File: config.mk
export PLATFORM = sky130hd
export DESIGN_NAME = multhub_pipe_flat
export DESIGN_NICKNAME = d
export VERILOG_FILES = /design/src/rtl/multhub_pipe_if.sv /design/src/rtl/multhub_pipe.sv /design/src/flat_wrapper.sv
export SDC_FILE = /design/constraint.sdc
export NUM_CORES = 2
export LEC_CHECK = 0
export ABC_AREA = 1
export BUFFER_PORTS_ARGS = -buffer_cell sky130_fd_sc_hd__buf_2
export CAP_MARGIN = 20
export CORE_AREA = 2 2 295 297
export CTS_BUF_LIST = sky130_fd_sc_hd__clkbuf_4 sky130_fd_sc_hd__clkbuf_8
export CTS_CLUSTER_DIAMETER = 50
export DETAILED_ROUTE_END_ITERATION = 10
export DIE_AREA = 0 0 297 299
export GPL_TIMING_DRIVEN = 0
export PLACE_DENSITY_LB_ADDON = 0.15
export SYNTH_ARGS = -nofsm -noshare
export SYNTH_HDL_FRONTEND = slang
export SYNTH_SLANG_ARGS = --single-unit
File: constraint.sdc
create_clock -name clk -period 10.35 [get_ports clk]
set_clock_uncertainty 0.05 [all_clocks]
set_input_delay 1.035 -clock clk [delete_from_list [all_inputs] [get_ports clk]]
set_output_delay 1.035 -clock clk [all_outputs]
set_load 0.03 [all_outputs]
File: src/rtl/multhub_pipe_if.sv
// Operand/result stream bundle for multhub_pipe: valid/ready operand pair in, valid/ready product out.
interface multhub_pipe_if #(
    parameter int unsigned M = 23,
    parameter int unsigned E = 8
) ();
    logic         in_valid;
    logic         in_ready;
    logic [E+M:0] x;
    logic [E+M:0] y;
    logic         out_valid;
    logic         out_ready;
    logic [E+M:0] z;

    modport master (
        output in_valid, x, y, out_ready,
        input  in_ready, out_valid, z
    );

    modport slave (
        input  in_valid, x, y, out_ready,
        output in_ready, out_valid, z
    );
endinterface

File: src/rtl/multhub_pipe.sv
// Pipelined HUB floating-point multiplier with valid/ready stream and STAGES-cycle latency.
// Define MULTHUB_FLAGS_EN to add sticky overflow/underflow/NaN flags with a clear input.
module multhub_pipe #(
    parameter int unsigned M      = 23,
    parameter int unsigned E      = 8,
    parameter int unsigned BIAS   = 127,
    parameter int unsigned STAGES = 2
) (
    input  logic           clk,
    input  logic           rst_n,
    multhub_pipe_if.slave  bus
`ifdef MULTHUB_FLAGS_EN
    ,
    input  logic           flag_clr,
    output logic           flag_ovf,
    output logic           flag_udf,
    output logic           flag_nan
`endif
);
    localparam int unsigned W  = E + M + 1;
    localparam int unsigned SW = M + 2;
    localparam int unsigned PW = 2 * M + 4;
    localparam logic [E+1:0] BiasW = (E+2)'(BIAS);

    if (STAGES < 1 || STAGES > 4) begin : gen_bad_stages
        $error("multhub_pipe: STAGES must be in 1..4");
    end

    logic          sx, sy, sz;
    logic [E-1:0]  ex, ey;
    logic [M-1:0]  mx, my, mz;
    logic [SW-1:0] sig_x, sig_y;
    logic [PW-1:0] prod;
    logic [E+1:0]  ez;
    logic          x_inf, y_inf, x_zero, y_zero;
    logic          is_nan, is_inf, is_zero, ez_ovf, ez_udf;
    logic [W-1:0]  res_d;
    logic          unused_prod_lsbs;

    assign {sx, ex, mx} = bus.x;
    assign {sy, ey, my} = bus.y;
    assign sz = sx ^ sy;

    // Implicit leading 1 and implicit LSB of 1 on both significands.
    assign sig_x = {1'b1, mx, 1'b1};
    assign sig_y = {1'b1, my, 1'b1};
    assign prod  = sig_x * sig_y;
    assign unused_prod_lsbs = ^prod[M+1:0];

    assign mz = prod[PW-1] ? prod[PW-2:M+3] : prod[PW-3:M+2];
    assign ez = {2'b00, ex} + {2'b00, ey} + (E+2)'(prod[PW-1]) - BiasW;

    assign x_inf   = &ex;
    assign y_inf   = &ey;
    assign x_zero  = ~|ex;
    assign y_zero  = ~|ey;
    assign is_nan  = (x_inf && y_zero) || (y_inf && x_zero);
    assign is_inf  = x_inf || y_inf;
    assign is_zero = x_zero || y_zero;
    // ez is signed in E+2 bits; bit E+1 is the sign.
    assign ez_ovf  = !ez[E+1] && (ez[E:0] >= {1'b0, {E{1'b1}}});
    assign ez_udf  = ez[E+1] || (ez == '0);

    always_comb begin
        res_d = '0;
        if (is_nan) begin
            res_d = {sz, {E{1'b1}}, {M{1'b1}}};
        end else if (is_inf || (!is_zero && ez_ovf)) begin
            res_d = {sz, {E{1'b1}}, {M{1'b0}}};
        end else if (is_zero || ez_udf) begin
            res_d = {sz, {(E+M){1'b0}}};
        end else begin
            res_d = {sz, ez[E-1:0], mz};
        end
    end

    logic [STAGES-1:0] vld_q;
    logic [W-1:0]      res_q [STAGES];
    logic              adv;

    assign adv           = !vld_q[STAGES-1] || bus.out_ready;
    assign bus.in_ready  = rst_n && adv;
    assign bus.out_valid = vld_q[STAGES-1];
    assign bus.z         = res_q[STAGES-1];

    always_ff @(posedge clk) begin
        if (!rst_n) begin
            vld_q <= '0;
            for (int i = 0; i < STAGES; i++) begin
                res_q[i] <= '0;
            end
        end else if (adv) begin
            vld_q[0] <= bus.in_valid;
            res_q[0] <= res_d;
            for (int i = 1; i < STAGES; i++) begin
                vld_q[i] <= vld_q[i-1];
                res_q[i] <= res_q[i-1];
            end
        end
    end

`ifdef MULTHUB_FLAGS_EN
    // Per-result condition bits {nan, ovf, udf} travel alongside the data.
    logic [2:0] cond_d;
    logic [2:0] cond_q [STAGES];
    logic [2:0] flags_q;
    logic [2:0] flag_set;

    assign cond_d[2] = is_nan;
    assign cond_d[1] = !is_inf && !is_zero && ez_ovf;
    assign cond_d[0] = !is_inf && !is_zero && ez_udf;

    assign flag_set = (bus.out_valid && bus.out_ready) ? cond_q[STAGES-1] : 3'b000;

    always_ff @(posedge clk) begin
        if (!rst_n) begin
            flags_q <= '0;
            for (int i = 0; i < STAGES; i++) begin
                cond_q[i] <= '0;
            end
        end else begin
            flags_q <= flag_set | (flags_q & {3{!flag_clr}});
            if (adv) begin
                cond_q[0] <= cond_d;
                for (int i = 1; i < STAGES; i++) begin
                    cond_q[i] <= cond_q[i-1];
                end
            end
        end
    end

    assign flag_nan = flags_q[2];
    assign flag_ovf = flags_q[1];
    assign flag_udf = flags_q[0];
`endif
endmodule
File: src/flat_wrapper.sv
// flat-port wrapper written by rule: the top's interface ports become plain ports
module multhub_pipe_flat 
#(
    parameter int unsigned M      = 23,
    parameter int unsigned E      = 8,
    parameter int unsigned BIAS   = 127,
    parameter int unsigned STAGES = 2
)
  (clk, rst_n, bus_in_valid, bus_x, bus_y, bus_out_ready, bus_in_ready, bus_out_valid, bus_z);
  multhub_pipe_if #(.M(M), .E(E)) bus_i ();
  input  logic clk;
  input  logic rst_n;
  input wire logic [$bits(bus_i.in_valid)-1:0] bus_in_valid;
  input wire logic [$bits(bus_i.x)-1:0] bus_x;
  input wire logic [$bits(bus_i.y)-1:0] bus_y;
  input wire logic [$bits(bus_i.out_ready)-1:0] bus_out_ready;
  output wire logic [$bits(bus_i.in_ready)-1:0] bus_in_ready;
  output wire logic [$bits(bus_i.out_valid)-1:0] bus_out_valid;
  output wire logic [$bits(bus_i.z)-1:0] bus_z;
  assign bus_i.in_valid = bus_in_valid;
  assign bus_i.x = bus_x;
  assign bus_i.y = bus_y;
  assign bus_i.out_ready = bus_out_ready;
  assign bus_in_ready = bus_i.in_ready;
  assign bus_out_valid = bus_i.out_valid;
  assign bus_z = bus_i.z;
  multhub_pipe #(.M(M), .E(E), .BIAS(BIAS), .STAGES(STAGES)) u_core (.clk(clk), .rst_n(rst_n), .bus(bus_i));
endmodule
* After elaboration in Yosys (flattened, before gate mapping)
Memories as Yosys holds them, arrays and structs flattened.
Cells that the tools add are included.
** Storage, ports and cells
- Register bits :: 2
- Latch bits :: 0
- RAM bits :: 64
- Memory bits (read-only) :: 0
- Input port bits :: 68
- Output and inout port bits :: 34
- Word-level logic and storage cells :: 42
- Memories kept :: 1
** Cells by class
- Add/sub/neg operators :: 3
- Multipliers :: 1
- Divide/modulo/power cells :: 0
- Order comparisons :: 1
- Equal/unequal tests :: 0
- Shift operators :: 0
- Mux-type cells :: 10
- Bitwise operators :: 3
- Reduce and logical (&&, ||, !) cells :: 22
** Memories
- u_core.res_q :: words 2, width 32, read ports 2, clocked after Yosys merged registers in 0, wr ports 2, line multhub_pipe.sv:78 : logic [W-1:0] res_q [STAGES];
** Operators with widths (number)
- two-way mux 31 bit :: 3
- two-way mux 32 bit :: 2
- multiplier 25 x 25 -> 50 bit :: 1
- two-way mux 23 bit :: 1
- AND reduction 8 bit :: 2
- OR reduction 8 bit :: 2
- adder 10 x 1 -> 10 bit :: 1
- logical NOT 10 bit :: 1
- subtractor 10 x 7 -> 10 bit (second input constant) :: 1
- adder 8 x 8 -> 9 bit :: 1
- >= comparator 9 x 8 -> 1 bit (second input constant) :: 1
- logical OR 1 bit :: 7
- logical AND 1 bit :: 5
- logical NOT 1 bit :: 5
- two-way mux 1 bit :: 4
- OR 1 bit :: 2
- bitwise XOR 1 bit :: 1

* Longest topological paths before layout
- Depth in word-level cells :: 10
- Mapped depth :: 48
- Gate-level depth less buffers :: 45

* Worst setup path before layout
Ideal clock, no wire load.
- Kind :: in2reg
- Start point :: input bus_y[3]
- End point :: memory u_core.res_q[0][19] (netlist bit) (data pin)
- Setup time :: 0.270 ns
- Arrival :: 7.965 ns
- Required time :: 10.030 ns
- Path slack :: 2.065 ns
- Stages :: 44
- Buffers on the path :: 3
- Cell sequence :: clkbuf_1 -> nand2_1 -> fa_1 -> inv_1 -> fa_1 -> inv_1 -> fa_1 -> inv_1 -> fa_1 -> inv_1 -> fa_1 -> inv_1 -> fa_1 -> inv_1 -> fa_1 -> inv_1 -> ha_1 -> nand2_1 -> [8 not listed] -> buf_4 -> ha_1 -> inv_1 -> ha_1 -> nand2_1 -> inv_2 -> nand2_4 -> nor2_4 -> nand3_2 -> nand2_1 -> inv_2 -> nor2_1 -> nand3_2 -> nand2_4 -> buf_6 -> nor2_1 -> nand2_1 -> a21oi_1
** RTL lines
- from (decl) :: line flat_wrapper.sv:15 : input wire logic [$bits(bus_i.y)-1:0] bus_y;
- to (decl) :: line multhub_pipe.sv:78

==> results.cfg <==
[synthesis]
yosys.area.top_type_share = 0.412
ys_ff_latch = 66
synth_nets = 4170
synth-adder-area-share = 0.507
synth_xor_area_frac = 0.00551
synth_area_leaders = fa_1 41%, inv_1 16%, nand2_1 14%
synthArstFlopShare = 0
muxShareOfSynthArea = 0
yosysUniqueCellTypes = 38
synth_top_family_by_area = adder cells
yosys.area.top_type = fa_1
synth_compound_area_frac = 0.0276
synth_edf_count = 64
synth_area_per_cell_um2 = 7.52
synth_warnings = 0
synthCells = 3385
netlist_area_um2 = 25500
yosysSeqAreaShare = 0.0771
synthSimpleGateAreaFrac = 0.194
dominantRegCellSynth = edfxtp_1

[detailed_routing]
viasPerCell = 4.40
vias = 20506
first_iter_violations = 1558
dr.pass1.iters = 6
ant_nets = 0
wire_per_inst_um = 19.2
drc_errors = 0
wl_mm = 89.6

[global_route]
antenna_found_initial = 4
grt_start_max_net_pins = 67
grt_first_pass_wirelength_mm = 137
gr-total-overflow = 0
grt_pass1_vias = 21634
grt_usage = 0.208

[floorplanning]
dieWidth_um = 297
coreArea_um2 = 85900
initial_core_util = 0.296
die_h_um = 299
ioPinCount = 102
fp-row-count = 108
die_area_um2 = 88800

[worst_setup_path]
cp_data_arrival_time_ns = 9.94
start_kind = input pin
crit_type = input pin to register
worstPathMaxFanout = 10
worst_setup_path_end_kind = register
crit_family = adder cells
path_buf_inv = 15
cpMostUsedCell = inv_1
slowest_stage = clkbuf_1
cp_data_required_time_ns = 10.37
critPathMaxStageDelay_ns = 0.84

[cts]
cts_root_buf = clkbuf_8
post_cts_buffers = 0
holdBufCountCts = 0
numCtsBuffers = 9
clk_latency_ns = 0.34
clock-sinks = 66
clockBufferDepth = 2
clkTransAtPathRegs_ns = 0.07
htree_levels = 3
cts_tree = yes

[final_layout]
register_area_um2 = 1960
drive_gt1_frac = 0.0574
area_growth_pct = 8.45
num-fill-cells = 9491
finalNetCount = 4282
multiInputGateArea_um2 = 18700

[min_path]
hold_path_class = register to register

[run_status]
status = completed

[timing]
timing.final.crit_share = 0.959
setup_viol = 0
min_period_ns = 9.92
max_freq_mhz = 101
slew_viol_final = 0
setup_ws_ns = 0.428
fin_setup_tns_ns = 0
worst_pin_slew_ns = 1.11
slew_headroom = 0.263
finalHoldViolCount = 0
rsz0062_at_grt = no

[job]
maxCapViolCount = 0

[place]
gp_congestion = 0.912
dp_hpwl_mm = 76.8
pre_cts_ws_ns = 0.0277
portBuffers = 101
## layer usage
metal  GRT usage  vias up  wire [um]
met2       0.344      565      40900
met5           0        -          0
met4      0.0475        0       2470
met3      0.0235       86       5560
met1       0.292    10145      40700
li1            -     9710          -
## cells by family after synthesis
family / Yosys count
AOI/OAI and AO/OA: 129
xor gates and xnor gates: 16
adders and majority gates: 717
buffers and inverters: 1228
DFF: 66
and+or+nand+nor: 1229
## final cells by class
class / count / area share
inverter: 1087 / 0.148
clock inverter: 5 / 0.00168
antenna: 2 / 0.000181
multi-input combinational: 2091 / 0.678
sequential: 66 / 0.0711
buffer: 141 / 0.0262
tap: 1155 / 0.0524
clock buffer: 10 / 0.00476
timing repair buffer: 101 / 0.0183
## sequential cells by signal (all words and copies together), names as in the netlist
name,cells
u_core.vld_q,2
u_core.res_q,64
## worst paths after layout
path	start	endpoint	slack, ns	cells after the start
setup reg to reg	u_core.vld_q[1]	u_core.res_q[0][21]	8.41	6
hold / removal	u_core.vld_q[0]	u_core.vld_q[1]	0.42	2
setup / recovery	bus_x[13]	u_core.res_q[0][20]	0.43	45
hold reg to reg	u_core.vld_q[0]	u_core.vld_q[1]	0.42	2
## through the flow
stage	cells	cell area, um2	hold WS (ns)	utilization
CTS	4656	27600	0.427	0.321
global route	4656	27600	0.452	0.321
floorplan	3385	25500	0.391	-
global placement	4641	27400	0.417	0.319
detailed placement	4641	27400	0.415	0.319
finish	4658	27600	0.422	0.321
## worst reg2reg max path: cells and delay by family (launching register included)
kind	cells	cell delay, ns
and+or+nand+nor	2	0.40
DFF	1	0.31
AOI/OAI and AO/OA	1	0.24
buffers and inverters	3	0.79
## cell usage in the layout, fill, tap and decap left out, types with 4 or more instances in the layout
cell,instances
nor4_1,5
clkbuf_1,97
buf_4,33
xor2_1,7
o21ai_1,4
fa_1,524
edfxtp_1,64
nor2_1,146
buf_2,101
nand2_4,7
nand4_1,21
nor3_1,13
nand3_2,4
nand2_2,14
nand3b_1,4
clkbuf_8,9
a21oi_1,82
inv_2,7
buf_6,8
ha_1,193
nand2_1,953
o21ai_0,26
xnor2_1,9
clkinv_1,5
o21bai_1,9
inv_1,1078
nand3_1,51
## what timing repair did
action	CTS	global route
endpoints found under the setup margin	0	25
gates resized for setup	0	8
hold endpoints to repair	0	0
## synthesized netlist by cell type (2+ instances only)
cell	count
a21oi_1	82
a21oi_2	3
and3_1	2
buf_4	33
buf_6	8
clkbuf_1	100
clkinv_1	2
dfxtp_1	2
edfxtp_1	64
fa_1	524
ha_1	193
inv_1	1078
inv_2	7
nand2_1	954
nand2_2	14
nand2_4	6
nand3_1	51
nand3_2	4
nand3b_1	4
nand4_1	21
nand4_2	2
nor2_1	146
nor2_4	3
nor3_1	13
nor4_1	5
o21a_1	2
o21ai_0	26
o21ai_1	4
o21bai_1	9
xnor2_1	9
xor2_1	7
Power is not shown: default switching activity piles up to over one toggle a cycle in this logic, so the estimate is an artifact.
